File: config.mk
export PLATFORM = sky130hd
export DESIGN_NAME = pwm_multichannel_gen
export DESIGN_NICKNAME = d
export VERILOG_FILES = /design/src/rtl/pwm_multichannel_gen.sv
export SDC_FILE = /design/constraint.sdc
export NUM_CORES = 1
export LEC_CHECK = 0
export BUFFER_PORTS_ARGS = -buffer_cell sky130_fd_sc_hd__buf_2
export CORE_MARGIN = 2
export CORE_UTILIZATION = 50
export DETAILED_ROUTE_END_ITERATION = 16
export PLACE_DENSITY = 0.71
export SLEW_MARGIN = 40
export SYNTH_ARGS = -nofsm -noshare
export SYNTH_HDL_FRONTEND = slang
export SYNTH_SLANG_ARGS = --single-unit
File: constraint.sdc
create_clock -name i_clk -period 2.3 [get_ports i_clk]
set_input_delay 0.115 -clock i_clk [delete_from_list [all_inputs] [get_ports i_clk]]
set_output_delay 0.115 -clock i_clk [all_outputs]
set_load 0.005 [all_outputs]
File: src/rtl/pwm_multichannel_gen.sv
`default_nettype none
// ---------------------------------------------------------------------------
// pwm_multichannel_gen : N-channel PWM with debounced per-channel duty steps
// Revision 1.0
// ---------------------------------------------------------------------------

module pwm_btn_debounce #(
  parameter int DEB_CYCLES = 4
) (
  input  logic clk,
  input  logic rst,
  input  logic din,
  output logic press
);
  localparam int DW = $clog2(DEB_CYCLES + 1);
  localparam logic [DW-1:0] DEB_LAST = DW'(DEB_CYCLES - 1);

  logic          sync1;
  logic          sync2;
  logic          level;
  logic          level_d;
  logic [DW-1:0] stable_cnt;

  always_ff @(posedge clk) begin
    if (rst) begin
      sync1      <= 1'b0;
      sync2      <= 1'b0;
      level      <= 1'b0;
      level_d    <= 1'b0;
      stable_cnt <= '0;
    end else begin
      sync1   <= din;
      sync2   <= sync1;
      level_d <= level;
      if (sync2 != level) begin
        // The edge that completes DEB_CYCLES mismatching cycles flips the level.
        if (stable_cnt == DEB_LAST) begin
          level      <= sync2;
          stable_cnt <= '0;
        end else begin
          stable_cnt <= stable_cnt + DW'(1);
        end
      end else begin
        stable_cnt <= '0;
      end
    end
  end

  assign press = level & ~level_d;
endmodule

module pwm_multichannel_gen #(
  parameter int N_CH       = 3,
  parameter int CNT_W      = 16,
  parameter int PERIOD     = 1000,
  parameter int STEP       = 100,
  parameter int DUTY_MIN   = 0,
  parameter int DUTY_MAX   = 1000,
  parameter int DUTY_INIT  = 0,
  parameter int DEB_CYCLES = 4
) (
  input  logic                  i_clk,
  input  logic                  i_reset,
  input  logic                  i_enable,
  input  logic [N_CH-1:0]       i_inc,
  input  logic [N_CH-1:0]       i_dec,
  output logic [N_CH-1:0]       o_pwm,
  output logic [N_CH*CNT_W-1:0] o_duty,
  output logic                  o_period_start,
  output logic [N_CH-1:0]       o_sat_hi,
  output logic [N_CH-1:0]       o_sat_lo
);
  localparam int CW1 = CNT_W + 1;
  localparam logic [CNT_W-1:0] PERIOD_LAST = CNT_W'(PERIOD - 1);
  localparam logic [CNT_W-1:0] DMIN        = CNT_W'(DUTY_MIN);
  localparam logic [CNT_W-1:0] DMAX        = CNT_W'(DUTY_MAX);
  localparam logic [CNT_W-1:0] DINIT       = CNT_W'(DUTY_INIT);
  localparam logic [CNT_W-1:0] STEP_C      = CNT_W'(STEP);
  localparam logic [CNT_W:0]   STEP_X      = CW1'(STEP);
  localparam logic [CNT_W:0]   MAX_X       = CW1'(DUTY_MAX);
  localparam logic [CNT_W:0]   FLOOR_X     = CW1'(DUTY_MIN + STEP);

  logic [CNT_W-1:0] cnt;
  logic             period_start_q;

  always_ff @(posedge i_clk) begin
    if (i_reset) begin
      cnt            <= '0;
      period_start_q <= 1'b0;
    end else begin
      period_start_q <= i_enable && (cnt == '0);
      if (!i_enable || cnt == PERIOD_LAST) begin
        cnt <= '0;
      end else begin
        cnt <= cnt + CNT_W'(1);
      end
    end
  end

  assign o_period_start = period_start_q;

  for (genvar c = 0; c < N_CH; c++) begin : g_ch
    logic             inc_press;
    logic             dec_press;
    logic [CNT_W-1:0] shadow;
    logic [CNT_W-1:0] shadow_next;
    logic [CNT_W-1:0] active;
    logic [CNT_W:0]   up_sum;
    logic             pwm_q;

    pwm_btn_debounce #(.DEB_CYCLES(DEB_CYCLES)) u_inc (
      .clk   (i_clk),
      .rst   (i_reset),
      .din   (i_inc[c]),
      .press (inc_press)
    );

    pwm_btn_debounce #(.DEB_CYCLES(DEB_CYCLES)) u_dec (
      .clk   (i_clk),
      .rst   (i_reset),
      .din   (i_dec[c]),
      .press (dec_press)
    );

    // One extra bit of headroom so the clamp decisions never see a wrapped value.
    always_comb begin
      up_sum      = {1'b0, shadow} + STEP_X;
      shadow_next = shadow;
      if (inc_press && !dec_press) begin
        shadow_next = (up_sum > MAX_X) ? DMAX : up_sum[CNT_W-1:0];
      end else if (dec_press && !inc_press) begin
        shadow_next = ({1'b0, shadow} < FLOOR_X) ? DMIN : shadow - STEP_C;
      end
    end

    always_ff @(posedge i_clk) begin
      if (i_reset) begin
        shadow <= DINIT;
        active <= DINIT;
        pwm_q  <= 1'b0;
      end else begin
        shadow <= shadow_next;
        // Active duty only changes at the wrap so a period is never cut short.
        if (!i_enable || cnt == PERIOD_LAST) begin
          active <= shadow;
        end
        pwm_q <= i_enable && (cnt < active);
      end
    end

    assign o_pwm[c]                    = pwm_q;
    assign o_duty[c*CNT_W +: CNT_W]    = shadow;
    assign o_sat_hi[c]                 = (shadow == DMAX);
    assign o_sat_lo[c]                 = (shadow == DMIN);
  end
endmodule

`default_nettype wire

==> results of run 1 <==
## power groups by stage
stage	Clock, W	Sequential (W)	Combinational, W
6_report	0.00293	0.00255	0.000125
3_3_place_gp	0	0.00261	0.000117
2_1_floorplan	0	0.00261	0.0000870
3_5_place_dp	0	0.00261	0.000118
5_1_grt	0.00308	0.00255	0.000139
4_1_cts	0.00298	0.00255	0.000126
## Yosys cell counts, types with 14 or more instances
cell      instances  area (sq um)
o21ai_0          46         230.2
or3_1            14         87.58
dfxtp_1         146          2923
nand3_1          26         130.1
nor4_1           20         125.1
nand2_1         126         473.0
xnor2_1          20         175.2
a21oi_1          96         480.5
nor2b_1          28         175.2
inv_1            81         304.0
nand4_1          18         112.6
a21o_1           14         105.1
clkbuf_1         56         210.2
ha_1             74         925.9
nor2_1          105         394.1
nor3_1           29         145.1
## metrics by stage
step	area (sq um)	hold slack, ns
floorplan	8708	0.2432
global placement	9837	0.3292
detailed placement	9837	0.3280
CTS	10530	0.01787
global route	10700	0.03781
finish	10700	0.02885
## worst max-delay path: stages (launching register included)
cell and delay [ns]:
dfxtp_2 0.34, buf_6 0.15, a311oi_4 0.30, nor3_2 0.07, or3_1 0.30, a221o_1 0.39, or4_1 0.47, a21oi_1 0.14
## worst min-delay path by stage
stage                     cells after the start             endpoint  startpoint
after global placement                        2  g_ch[2].u_dec.sync1    i_dec[2]
after detailed placement                      2  g_ch[0].u_dec.sync1    i_dec[0]
after CTS                                     2  g_ch[1].u_inc.level     i_reset
after floorplan                               1  g_ch[0].u_dec.sync1    i_dec[0]
final                                         2  g_ch[1].u_inc.level     i_reset
after global routing                          2  g_ch[2].u_dec.level     i_reset
## registers in the layout, summed over array words and instances, names as in the netlist
register	cells
cnt	16
g_ch.active	42
g_ch.pwm_q	3
g_ch.shadow	42
g_ch.u_dec.level	3
g_ch.u_dec.level_d	3
g_ch.u_dec.stable_cnt	9
g_ch.u_dec.sync1	3
g_ch.u_dec.sync2	3
g_ch.u_inc.level	3
g_ch.u_inc.level_d	3
g_ch.u_inc.stable_cnt	9
g_ch.u_inc.sync1	3
g_ch.u_inc.sync2	3
o_period_start	1
## kinds of logic (layout without fill, tap and decap cells)
group / count (synthesis) / in the layout / share of synthesized area [%]
other: 1 / 6 / 0.04327
muxes: 9 / 9 / 1.068
xor gates and xnor gates: 31 / 31 / 3.133
adders and majority gates: 74 / 74 / 10.68
DFF: 146 / 146 / 33.73
and+or+nand+nor: 414 / 414 / 22.97
AOI/OAI and AO/OA: 272 / 272 / 20.56
buffers and inverters: 165 / 301 / 7.811
## layer usage
layer	global-route usage [%]	wire length [um]	share of wire, %
met5	0	0	0
met4	7.176	343	1.5
met3	3.816	1358	6.0
met2	38.92	10360	46
met1	35.61	10580	47
## layout make-up
| class | instances | share of cell area (%) |
|---|---|---|
| sequential | 146 | 27.44 |
| inverter | 83 | 2.912 |
| tap | 225 | 2.631 |
| multi-input combinational | 806 | 49.19 |
| clock buffer | 18 | 4.105 |
| clock inverter | 14 | 1.766 |
| timing repair buffer | 186 | 11.96 |
## what timing repair did
| item | in CTS | in global routing |
|---|---|---|
| setup endpoints to repair | 8 | 27 |
| hold buffers | 6 | 0 |
| pin swaps | 3 | 11 |
| hold endpoints to repair | 6 | 0 |
| buffers inserted | 0 | 2 |
| gates resized for setup | 2 | 42 |
==> impl_metrics.tcl, run 1 <==
set metrics [dict create \
    outcome "finished, final reports clean" \
    switching_share_pct 22.36 \
    pin_count 67 \
    synth_warnings 0 \
    drt_iter0_drc 612 \
    fin_crit_ns 2.239 \
    reg2reg_to "g_ch[1].shadow[4]" \
    hold_viol_final 0 \
    ff2ff_setup_slack_ns 0.06 \
    multiInputGateArea_sq_um 5263 \
    worstPathRequired_ns 2.64 \
    switching_power_w 0.001254 \
    vias 8497 \
    reg2reg_from "g_ch[1].shadow[2]" \
    final_cell_mix "140 x dfxtp_1, 124 x nand2_1, 119 x buf_4, 104 x nor2_1, 95 x a21oi_1" \
    ys_ff_latch 146 \
    firstDrtPassIters 6 \
    core_sq_um 17120 \
    fillCellCount 1503 \
    end_kind "flip-flop" \
    clockBufferDepth 2 \
    syn_inst 1112 \
    layout-drive-gt1-share_pct 20.59 \
    drv_cap 0 \
    seqCellArea_sq_um 2935 \
    ys.flop_type "dfxtp_1" \
    synth_cell_types 69 \
    final_common_cell "dfxtp_1" \
    slew_headroom_pct 59.75 \
    area_growth_pct 23.46 \
    clock.fmax_mhz 446.5 \
    dp_cells 1439 \
    wire_per_inst_um 15.32 \
    reg2reg_depth 7 \
    setup_violations 0 \
    slew_violations 0 \
    drt-total-wl_mm 22.64 \
    grt_pass1_vias 7650 \
    clk_pin_slew_ns 0.06 \
    path_class "flip-flop to flip-flop" \
    startpoint "g_ch[1].shadow[2]" \
    core.rowCount 48 \
    p_int_w 0.004353 \
    finalSetupTns_ns 0 \
    min_path_type "input pin to flip-flop" \
    gp_congestion 0.9578 \
    pwr-share-comb_pct 2.2 \
    syn_area_per_cell_sq_um 7.793 \
    crit_path_end "g_ch[1].shadow[4]" \
    layout.cells.non_filler 1478 \
    syn_area_sq_um 8666 \
    cts_buffers 17 \
    vias_per_cell 5.749 \
    grt_pass1_wl_mm 37.45 \
    post-place-ws_ns -0.05440 \
    leakage_nw 4.306 \
    htreeDepth 4 \
    cts_tree "yes" \
    fin_util_pct 62.51 \
    synth_edf_count 0 \
    crit_fanout 10 \
    dpl.hpwl_mm 16.16 \
    grt_max_degree 59 \
    start_kind "flip-flop" \
    grt_use_total_pct 24.92 \
    worst_pin_slew_ns 0.6037 \
    ir_drop_uv 483.0 \
    fin_total_pwr_w 0.005607 \
    async_flop_share_pct 0 \
    yosysSeqAreaShare_pct 33.73 \
    clk_latency_ns 0.42 \
    die_w_um 135.7 \
    start_util_pct 50.63 \
    post-route-period-util_pct 97.37 \
    arrival_ns 2.58 \
    clock_sinks 146 \
    fp.dieH_um 135.7 \
    antenna_found_initial 0 \
    powerDensity_nw_per_um2 524.1 \
    layout.nets 1323 \
    grt_overflow 0 \
    clkPwrFrac_pct 52.3 \
    die-area_sq_um 18400 \
    fin_skew_ns 0.009253 \
    drc 0 \
    ant_nets 0 \
    seqPwrFrac_pct 45.5 \
    clock-root-buffer "clkbuf_16" \
    layout_setup_ws_ns 0.06060 \
    io_buffer_count 60 \
    rsz0062_at_grt "true" \
    num_antenna_cells 0 \
]
Note: power is estimated with default switching activity, not from simulation.
==> run 2, diff against run 1 <==
CORE_MARGIN = 3   (was 2)
CTS_CLUSTER_SIZE = 28   (was not set)
SLEW_MARGIN = not set   (was 40)
==> impl_metrics.tcl, run 2 (same netlist as run 1, synthesis figures left out) <==
set metrics [dict create \
    num_antenna_cells 0 \
    grt_overflow 0 \
    clock-root-buffer "clkbuf_16" \
    critPathMaxStageDelay_ns 0.35 \
    core.rowCount 47 \
    path_class "flip-flop to flip-flop" \
    setup_violations 0 \
    final_common_cell "dfxtp_1" \
    antenna_found_initial 0 \
    outcome "finished, final reports clean" \
    crit_family "compound AO/OA/AOI/OAI gates" \
    crit_fanout 4 \
    io_buffer_count 60 \
    start_kind "flip-flop" \
    cts_tree "yes" \
    fin_crit_ns 2.238 \
    drc 0 \
    fin_util_pct 63.20 \
    rsz0062_at_grt "true" \
    fp.dieH_um 137.7 \
    critPathMostFrequentCell "buf_4" \
    wire_per_inst_um 15.37 \
    dr_wl_met2_mm 10.15 \
    post-route-period-util_pct 97.31 \
    min_path_type "input pin to flip-flop" \
    path_buf_inv 2 \
    worst_pin_slew_ns 0.6674 \
    grt_pass1_wl_mm 38.02 \
    fin_skew_ns 0.009365 \
    die-area_sq_um 18950 \
    largestRegisters "g_ch.active: 42 flops, g_ch.shadow: 42 flops, cnt: 16 flops" \
    clockBufferDepth 2 \
    clock_sinks 146 \
    ir_drop_uv 526.4 \
    gp_congestion 0.9501 \
    drt_iter0_drc 624 \
    grt_pass1_vias 7761 \
    drv_cap 0 \
    slowest_stage "dfxtp_2" \
    grt_max_degree 110 \
    firstDrtPassIters 5 \
    worstPathRequired_ns 2.63 \
    layout_setup_ws_ns 0.06186 \
    hold_viol_final 0 \
    pin_count 67 \
    layout.nets 1318 \
    final_cell_mix "139 x dfxtp_1, 126 x nand2_1, 115 x buf_4, 105 x nor2_1, 94 x a21oi_1" \
    end_kind "flip-flop" \
    path_cells "ha_4 -> buf_4 -> a211o_1 -> a21oi_2 -> a31oi_2 -> a2111oi_2 -> buf_4 -> o21ai_0 -> a311oi_1" \
    vias_per_cell 5.681 \
    slew_violations 0 \
    grt_use_total_pct 24.73 \
    fillCellCount 1462 \
    top_layer "met4" \
    layout-drive-gt1-share_pct 19.55 \
    vias 8340 \
    leakage_nw 4.262 \
    area_growth_pct 22.24 \
    core_sq_um 16760 \
    powerDensity_nw_per_um2 517.3 \
    arrival_ns 2.57 \
    met3_length_mm 1.557 \
    clk_latency_ns 0.43 \
    slew_headroom_pct 54.94 \
    clock.fmax_mhz 446.8 \
    ant_nets 0 \
    start_util_pct 51.71 \
    wl_met1_mm 10.54 \
    die_w_um 137.7 \
    dpl.hpwl_mm 16.03 \
    cts_buffers 17 \
    drt-total-wl_mm 22.56 \
    post-place-ws_ns -0.03382 \
    htreeDepth 4 \
    clk_pin_slew_ns 0.06 \
]
run 2: stage by stage:
stage | total power (W) | area [sq um] | hold slack, ns | instances | TNS (ns)
6_report | 0.005480 | 10590 | 0.2224 | 1468 | 0
5_1_grt | 0.005660 | 10590 | 0.2371 | 1468 | -0.2220
4_1_cts | 0.005524 | 10470 | 0.2118 | 1467 | 0
3_5_place_dp | 0.002730 | 9793 | 0.3283 | 1429 | -0.03382
3_3_place_gp | 0.002727 | 9793 | 0.3215 | 1429 | -0.02631
2_1_floorplan | 0.002694 | 8708 | 0.2432 | 1117 | 0
run 2: worst min-delay path: cells and delay by family:
family | cells | cell delay, ns
buf+inv | 1 | 0.13
simple gates | 2 | 0.24
compound gates | 2 | 0.11
run 2: area by class of cell:
type	instances	area, sq um	share of cell area (%)
timing repair buffer	181	1239	11.69
clock inverter	12	146.4	1.382
tap	220	275.3	2.599
multi-input combinational	806	5233	49.40
inverter	83	311.5	2.941
clock buffer	20	456.7	4.311
sequential	146	2932	27.68
run 2: final timing paths:
| kind | slack, ns | start | endpoint | depth (start not counted) |
|---|---|---|---|---|
| worst max-delay path | 0.06 | g_ch[0].shadow[2] | g_ch[0].shadow[5] | 9 |
| worst min-delay path | 0.22 | i_enable | g_ch[0].pwm_q | 5 |
| worst max register to register | 0.06 | g_ch[0].shadow[2] | g_ch[0].shadow[5] | 9 |
| worst min register to register | 0.42 | g_ch[0].u_dec.stable_cnt[0] | g_ch[0].u_dec.stable_cnt[0] | 1 |
run 2: per-layer routing:
layer	up-vias	global-route usage [%]
met1	3853	35.47
met2	282	37.47
met4	0	7.483
met5	-	0
met3	37	4.858
li1	4168	-
run 2: timing repair:
action	in CTS	in global routing
gates cloned	0	0
buffers inserted	0	1
hold buffers	6	0
endpoints found under the setup margin	4	21
resized for setup	3	31
pin swaps	1	9
endpoints found under the hold margin	6	0
run 2: where the power goes:
part / internal (W) / switching, W / total [W]
combinational: 0.0000417 / 0.0000868 / 0.000128
sequential: 0.00254 / 0.00000768 / 0.00255
clock: 0.00167 / 0.00112 / 0.00280
